**config.mk**
```make
export PLATFORM = sky130hd
export DESIGN_NAME = dwc_upconv_wchan_pack_ctrl
export DESIGN_NICKNAME = d
export VERILOG_FILES = /design/src/rtl/dwc_upconv_wchan_pack_ctrl.sv
export SDC_FILE = /design/constraint.sdc
export NUM_CORES = 1
export LEC_CHECK = 0
export BUFFER_PORTS_ARGS = -buffer_cell sky130_fd_sc_hd__buf_2
export CORE_MARGIN = 3
export CORE_UTILIZATION = 51
export CTS_BUF_LIST = sky130_fd_sc_hd__clkbuf_4 sky130_fd_sc_hd__clkbuf_8 sky130_fd_sc_hd__clkbuf_16
export DETAILED_ROUTE_END_ITERATION = 6
export GPL_ROUTABILITY_DRIVEN = 0
export GPL_TIMING_DRIVEN = 0
export PLACE_DENSITY = 0.83
export SLEW_MARGIN = 15
export SYNTH_ARGS = -nofsm -noshare
export SYNTH_HDL_FRONTEND = slang
export SYNTH_SLANG_ARGS = --single-unit
```
**constraint.sdc**
```tcl
create_clock -name clk -period 2.5 [get_ports clk]
set_input_delay 0.25 -clock clk [delete_from_list [all_inputs] [get_ports clk]]
set_output_delay 0.25 -clock clk [all_outputs]
set_load 0.05 [all_outputs]
```
**src/rtl/dwc_upconv_wchan_pack_ctrl.sv**
```systemverilog
// Upsizing W-channel packer sequencer: walks narrow beats into byte lanes of the wide
// word, decides when the wide word is flushed, and pops the hold register after the last wide beat.
module dwc_upconv_wchan_pack_ctrl #(
   parameter int unsigned DATA_WIDTH_IN  = 32,
   parameter int unsigned DATA_WIDTH_OUT = 64
) (
   input  logic       clk,
   input  logic       rst,
   input  logic       hold_reg_empty,
   input  logic [5:0] hold_addr,
   input  logic [2:0] hold_size,
   input  logic [7:0] hold_wlen,
   input  logic       hold_fixed,
   input  logic       hold_wrap,
   output logic       hold_get_next_data,
   input  logic       s_wvalid,
   input  logic       s_wlast,
   output logic       s_wready,
   output logic       acc_we,
   output logic [5:0] acc_lane,
   output logic       acc_clr,
   output logic       m_wvalid,
   output logic       m_wlast,
   input  logic       m_wready,
   output logic       busy,
   output logic       wlast_err
);

   localparam int unsigned IN_BYTES  = DATA_WIDTH_IN / 8;
   localparam int unsigned OUT_BYTES = DATA_WIDTH_OUT / 8;
   localparam logic [5:0]  LANE_MASK = 6'(OUT_BYTES - 1);
   localparam logic [5:0]  SZ_MASK   = 6'(2 * IN_BYTES - 1);

   typedef enum logic [1:0] {IDLE, PACK, FLUSH} state_e;

   state_e     state_q, state_d;
   logic [5:0] ptr_q, ptr_d;
   logic [7:0] cnt_q, cnt_d;
   logic       m_wvalid_q, m_wvalid_d;
   logic       m_wlast_q, m_wlast_d;
   logic       wlast_err_q, wlast_err_d;

   logic [5:0] sz, len_p1, wm, ptr_inc, ptr_nx;
   logic       cnt_zero, beat_flush, w_hs;

   always_ff @(posedge clk or negedge rst) begin
      if (!rst) begin
         state_q     <= IDLE;
         ptr_q       <= '0;
         cnt_q       <= '0;
         m_wvalid_q  <= 1'b0;
         m_wlast_q   <= 1'b0;
         wlast_err_q <= 1'b0;
      end else begin
         state_q     <= state_d;
         ptr_q       <= ptr_d;
         cnt_q       <= cnt_d;
         m_wvalid_q  <= m_wvalid_d;
         m_wlast_q   <= m_wlast_d;
         wlast_err_q <= wlast_err_d;
      end
   end

   // 6-bit arithmetic throughout: a 64-byte step or wrap window folds to the full pointer range.
   always_comb begin
      sz         = (6'd1 << hold_size) & SZ_MASK;
      len_p1     = hold_wlen[5:0] + 6'd1;
      wm         = (len_p1 << hold_size) - 6'd1;
      ptr_inc    = ptr_q + sz;
      if (hold_fixed)
         ptr_nx = ptr_q;
      else if (hold_wrap)
         ptr_nx = (ptr_q & ~wm) | (ptr_inc & wm);
      else
         ptr_nx = ptr_inc;
      cnt_zero   = (cnt_q == 8'd0);
      beat_flush = cnt_zero | hold_fixed | ((ptr_nx & LANE_MASK) == 6'd0);
   end

   always_comb begin
      state_d     = state_q;
      ptr_d       = ptr_q;
      cnt_d       = cnt_q;
      m_wvalid_d  = m_wvalid_q;
      m_wlast_d   = m_wlast_q;
      wlast_err_d = wlast_err_q;

      unique case (state_q)
         PACK:    s_wready = 1'b1;
         FLUSH:   s_wready = m_wready & ~m_wlast_q;
         default: s_wready = 1'b0;
      endcase
      acc_we             = s_wvalid & s_wready;
      w_hs               = (state_q == FLUSH) & m_wvalid_q & m_wready;
      acc_clr            = w_hs;
      hold_get_next_data = w_hs & m_wlast_q;

      if (state_q == IDLE) begin
         if (!hold_reg_empty) begin
            ptr_d   = hold_addr & ~(sz - 6'd1);
            cnt_d   = hold_wlen;
            state_d = PACK;
         end
      end else begin
         if (w_hs) begin
            m_wvalid_d = 1'b0;
            m_wlast_d  = 1'b0;
            state_d    = m_wlast_q ? IDLE : PACK;
         end
         // A beat taken alongside a non-last flush overrides the return to PACK.
         if (acc_we) begin
            ptr_d = ptr_nx;
            if (!cnt_zero)
               cnt_d = cnt_q - 8'd1;
            if (s_wlast != cnt_zero)
               wlast_err_d = 1'b1;
            if (beat_flush) begin
               m_wvalid_d = 1'b1;
               m_wlast_d  = cnt_zero;
               state_d    = FLUSH;
            end
         end
      end
   end

   assign acc_lane  = ptr_q & LANE_MASK;
   assign m_wvalid  = m_wvalid_q;
   assign m_wlast   = m_wlast_q;
   assign busy      = (state_q != IDLE);
   assign wlast_err = wlast_err_q;

endmodule

```
==> results of run 1 <==
## logic make-up after synthesis
group,synth area share
and+or+nand+nor,0.234
AOI/OAI and AO/OA,0.239
buffers and inverters,0.0603
DFF,0.301
adders and majority gates,0.0904
xor gates and xnor gates,0.0330
muxes,0.0395
other,0.00282
## cells in the mapped netlist, drive strengths merged, types with 2 or more instances
cell and count:
ha 8, o21ai 8, o211ai 3, a311oi 2, nor3b 2, a21oi 7, nand2 9, xnor2 4
nor4 3, a211oi 6, inv 10, mux2i 3, a21o 2, nand3 6, nand3b 2, clkbuf 3
buf 3, mux2 2, nor2 12, nor3 5, a31oi 8, and2 5, dfrtp 16
## flip-flops by register name (all words and copies together), names as in the netlist
signal	flops
cnt_q	8
ptr_q	3
state_q	2
m_wlast	1
m_wvalid	1
wlast_err	1
## power breakdown
group          switching (mW)  internal, mW  leakage [nW]
Sequential              0.151         0.373         0.183
Combinational           0.601         0.318         0.524
Clock                  0.0796        0.0560        0.0138
## worst max-delay path, cell delays in order (launching register included)
cell and delay (ns):
dfrtp_1 0.42, inv_1 0.11, ha_1 0.19, or4b_4 0.50, or2_4 0.26, or3_4 0.36
nand3_2 0.13, a21oi_1 0.09, o221a_1 0.22
## stage by stage
step	setup slack [ns]	hold WS [ns]	cells	instance area [um2]
detailed placement	0.138	0.187	214	1530
finish	0.121	0.230	218	1570
CTS	0.138	0.231	218	1570
global placement	0.205	0.179	214	1530
floorplan	0.0247	-0.0456	154	1340
global route	0.0285	0.256	218	1570
## cells in the final DEF (no fill, tap or decap), types with 2 or more instances in the layout
master	count
buf_4	3
o21ai_0	8
a211oi_1	6
xnor2_1	4
mux2_2	2
mux2i_1	3
nor4_1	2
o211ai_1	3
a31oi_1	8
nor3b_1	2
nand3b_1	2
buf_2	32
and2_1	5
dfrtp_1	16
a21o_1	2
nand2_1	9
nor2_1	11
nand3_1	5
clkbuf_4	3
a21oi_1	7
inv_1	10
clkbuf_1	2
conb_1	3
a311oi_1	2
nor3_1	4
ha_1	8
## area by class of cell
| type | count | area share |
|---|---|---|
| Buffer | 7 | 0.0280 |
| Clock buffer | 3 | 0.0144 |
| Inverter | 10 | 0.0240 |
| Multi-Input combinational cell | 121 | 0.547 |
| Sequential cell | 16 | 0.256 |
| Tap cell | 28 | 0.0224 |
| Timing Repair Buffer | 33 | 0.109 |
## worst max-delay path by stage
| stage | from | to | slack [ns] | cells after the start |
|---|---|---|---|---|
| 3_5_place_dp | hold_size[1] | m_wlast | 0.14 | 8 |
| 6_report | cnt_q[0] | cnt_q[5] | 0.12 | 8 |
| 3_3_place_gp | cnt_q[0] | cnt_q[5] | 0.20 | 8 |
| 2_1_floorplan | m_wlast | m_wlast | 0.02 | 7 |
| 4_1_cts | cnt_q[0] | cnt_q[5] | 0.14 | 8 |
| 5_1_grt | cnt_q[0] | cnt_q[5] | 0.03 | 8 |
## routing by layer
layer  part of all wire  track usage  vias to the layer above
li1                   -            -                      639
met1               0.42        0.257                      644
met2               0.52        0.385                       25
met3              0.045       0.0543                        4
met4             0.0064       0.0265                        0
met5                  0            0                        -
## what timing repair did
action	in CTS	in global routing
hold buffers	1	0
hold endpoints to repair	16	0
endpoints found under the setup margin	0	0
buffers inserted	0	0
==> results_dict.tcl, run 1 <==
set metrics [dict create \
    status "finished, final reports clean" \
    floorplan.initialDensity 0.568 \
    coreArea_um2 2340 \
    grt_max_degree 17 \
    netlist_instances 152 \
    gr-total-overflow 0 \
    post_cts.resized_instances 0 \
    synth.top_cell.area_share 0.301 \
    synthFlopType "dfrtp_1" \
    grt_pass1_vias 1267 \
    ys_warn_count 0 \
    routed_wl_um 3260 \
    cp_max_fo 4 \
    nets 226 \
    antenna_found_initial 0 \
    max_freq_mhz 420 \
    pin_count 39 \
    min_path_cells 3 \
    reg2reg_from "cnt_q[0]" \
    critPathRequiredTime_ns 2.68 \
    rsz0062_at_grt "false" \
    finClkSkew_ns 0.00898 \
    vias 1312 \
    leakagePower_nw 0.720 \
    r2r_slack_ns 0.12 \
    clkTransAtPathRegs_ns 0.09 \
    cp-end-kind "flop" \
    ff_latch_area_um2 400 \
    r2r_cells 8 \
    drv_cap 0 \
    syn_avg_cell_area_um2 8.74 \
    hp-class "in2reg" \
    fin_crit_sh 0.951 \
    multi_input_area_um2 856 \
    setup_tns_ns 0 \
    dieArea_um2 3250 \
    dieHeight_um 57.0 \
    cts_buffer_depth 2 \
    synth_largest_area_cell "dfrtp_1" \
    antenna_left 0 \
    drcViolationCount 0 \
    clock_sinks 16 \
    portBuffers 32 \
    hold_viol_final 0 \
    synth_top_cells_by_area "dfrtp_1 30%, ha_1 7.5%, a31oi_1 3.8%" \
    arrival_ns 2.56 \
    final_core_util 0.669 \
    numCtsBuffers 3 \
    wl_per_cell_um 15.0 \
    startpoint_type "flop" \
    drt_pass1_iterations 4 \
    post-route-min-period_ns 2.38 \
    tritoncts "yes" \
    power_density_nw_per_um2 1010 \
    antennaDiodeCount 0 \
    drv_slew 0 \
    ys_types 50 \
    cts_root_buf "clkbuf_4" \
    synthArstFlopShare 1.00 \
    max-vdd-ir-drop_mv 0.693 \
    grt_pass1_wl_um 5580 \
    syn-cell-area_um2 1330 \
    drive_above_1_share 0.258 \
    die_w_um 57.0 \
    ys_seq_area_frac 0.301 \
    fp-row-count 17 \
    critical_path_class "reg2reg" \
    htreeDepth 1 \
    power_mw 1.58 \
    nFillCells 205 \
    rr_endpoint "cnt_q[5]" \
    dp_hpwl_um 2690 \
    setup_viol 0 \
    grt_use_total 0.212 \
    synth_edf_count 0 \
    via_per_inst 6.02 \
    clk_latency_ns 0.29 \
    timing.hold.worst.start "hold_wlen[1]" \
    min_to "cnt_q[1]" \
    yosys_register_bits 16 \
    drtIter0Drc 43 \
    synthToLayoutAreaGrowth_pct 17.8 \
]
Note: power is estimated with default switching activity, not from simulation.
==> run 2, diff against run 1 <==
Settings changed: CORE_UTILIZATION 51 to 53, CTS_BUF_LIST sky130_fd_sc_hd__clkbuf_4 sky130_fd_sc_hd__clkbuf_8 sky130_fd_sc_hd__clkbuf_16 to sky130_fd_sc_hd__clkbuf_4, PLACE_DENSITY 0.83 to 0.86.
==> run 2 against run 1 <==
  * Critical path depth did not move
  * Combinational power is 0.5% higher
  * Global-route usage fell by 0.98 points
  * Largest power group unchanged
  * Routed wire length fell by 2.1%
  * Critical endpoint unchanged
  * Maximum frequency hardly changed
  * Power increased by 0.17%
  * First-iteration DRC count increased by 60%
  * Largest cell class unchanged
==> results_dict.tcl, run 2 (synthesized netlist as in run 1, its figures left out) <==
set metrics [dict create \
    grt_pass1_vias 1207 \
    r2r_slack_ns 0.12 \
    clkPwrFrac 0.085 \
    portBuffers 32 \
    grt_pass1_wl_um 5160 \
    die_w_um 56.1 \
    r2r_cells 8 \
    grt_use_total 0.202 \
    setup_tns_ns 0 \
    clock_sinks 16 \
    numCtsBuffers 3 \
    p_int_mw 0.749 \
    cp-end-kind "flop" \
    cts_root_buf "clkbuf_4" \
    nets 226 \
    switching_share 0.527 \
    critPathTopFamily "simple AND/OR/NAND/NOR gates" \
    drive_above_1_share 0.258 \
    largest-register "cnt_q" \
    p_seq_frac 0.330 \
    antenna_found_initial 0 \
    pin_count 39 \
    vias 1292 \
    dieArea_um2 3140 \
    combPwrFrac 0.585 \
    startpoint_type "flop" \
    drcViolationCount 0 \
    post-route-min-period_ns 2.38 \
    max_slew_margin 0.647 \
    max_freq_mhz 420 \
    via_per_inst 5.93 \
    gr-total-overflow 0 \
    rsz0062_at_grt "false" \
    worst_slew_pin_slew_ns 0.528 \
    leakagePower_nw 0.720 \
    reg2reg_from "cnt_q[0]" \
    fp-row-count 17 \
    reg.largest.list "cnt_q x8, ptr_q x3, state_q x2" \
    drt_pass1_iterations 4 \
    critical_path_class "reg2reg" \
    finClkSkew_ns 0.00464 \
    synthToLayoutAreaGrowth_pct 17.8 \
    fin_crit_sh 0.952 \
    clkTransAtPathRegs_ns 0.09 \
    coreArea_um2 2300 \
    routed_wl_um 3190 \
    hp-class "in2reg" \
    setup_viol 0 \
    largest_register_ff_count 8 \
    cts_buffer_depth 2 \
    drv_slew 0 \
    cp_max_fo 4 \
    crit_path_max_incr_delay_ns 0.50 \
    rr_endpoint "cnt_q[5]" \
    cp_cell_sequence "inv_1 -> ha_1 -> or4b_4 -> or2_4 -> or3_4 -> nand3_2 -> a21oi_1 -> o221a_1" \
    power_density_nw_per_um2 1010 \
    arrival_ns 2.56 \
    layout_common_cells "32 x buf_2, 16 x dfrtp_1, 11 x nor2_1" \
    drv_cap 0 \
    worst-path-buf-inv 1 \
    htreeDepth 1 \
    clk_latency_ns 0.29 \
    critPathRequiredTime_ns 2.68 \
    status "finished, final reports clean" \
    final_core_util 0.681 \
    final_common_cell "buf_2" \
    max-vdd-ir-drop_mv 0.717 \
    slowest_stage "or4b_4" \
    min_to "cnt_q[1]" \
    antenna_left 0 \
    grt_max_degree 17 \
    timing.hold.worst.start "hold_wlen[1]" \
    hold_viol_final 0 \
    p_switching_mw 0.833 \
    dieHeight_um 56.1 \
    tritoncts "yes" \
    antennaDiodeCount 0 \
    floorplan.initialDensity 0.578 \
    dp_hpwl_um 2570 \
    drtIter0Drc 69 \
    post_cts.resized_instances 0 \
    min_path_cells 3 \
    wl_per_cell_um 14.7 \
]
-- run 2: worst max-delay path by stage --
stage,startpoint,end,cells after the start,slack (ns)
2_1_floorplan,m_wlast,m_wlast,7,0.02
3_3_place_gp,cnt_q[0],cnt_q[5],8,0.20
3_5_place_dp,cnt_q[0],cnt_q[5],8,0.16
4_1_cts,cnt_q[0],cnt_q[5],8,0.14
5_1_grt,cnt_q[0],cnt_q[5],8,0.05
6_report,cnt_q[0],cnt_q[5],8,0.12
-- run 2: metal layers --
layer	vias up	part of all wire	GRT usage
li1	638	-	-
met1	607	0.42	0.257
met2	47	0.51	0.344
met3	0	0.064	0.0557
met4	0	0	0.0339
met5	-	0	0
-- run 2: area by class of cell --
cell class | count | area, um2
fill | 196 | 732
multi-input combinational | 121 | 856
timing repair buffer | 33 | 170
buffer | 7 | 43.8
tap | 28 | 35.0
inverter | 10 | 37.5
clock buffer | 3 | 22.5
sequential | 16 | 400
-- run 2: worst register-to-register path: stages, from the launching register on --
cell and delay [ns]:
dfrtp_1 0.41, inv_1 0.11, ha_1 0.20, or4b_4 0.50
or2_4 0.26, or3_4 0.35, nand3_2 0.13, a21oi_1 0.09
o221a_1 0.23
-- run 2: per-stage QoR --
step	total power, mW	instance area, um2	cells	hold WS, ns	setup WS, ns
floorplan	1.20	1340	154	-0.0456	0.0247
global placement	1.40	1530	214	0.182	0.202
detailed placement	1.44	1530	214	0.186	0.163
CTS	1.58	1570	218	0.207	0.137
global route	1.70	1570	218	0.241	0.0462
finish	1.58	1570	218	0.208	0.120
-- run 2: repair_timing --
action | in CTS | in global routing
buffers inserted | 0 | 0
hold buffers | 1 | 0
endpoints found under the hold margin | 16 | 0
-- run 2: power groups by stage --
stage | registers [mW] | clock network [mW] | logic (mW)
finish | 0.522 | 0.134 | 0.925
global route | 0.540 | 0.150 | 1.01
CTS | 0.518 | 0.138 | 0.924
detailed placement | 0.523 | 0 | 0.918
global placement | 0.513 | 0 | 0.883
floorplan | 0.621 | 0 | 0.584
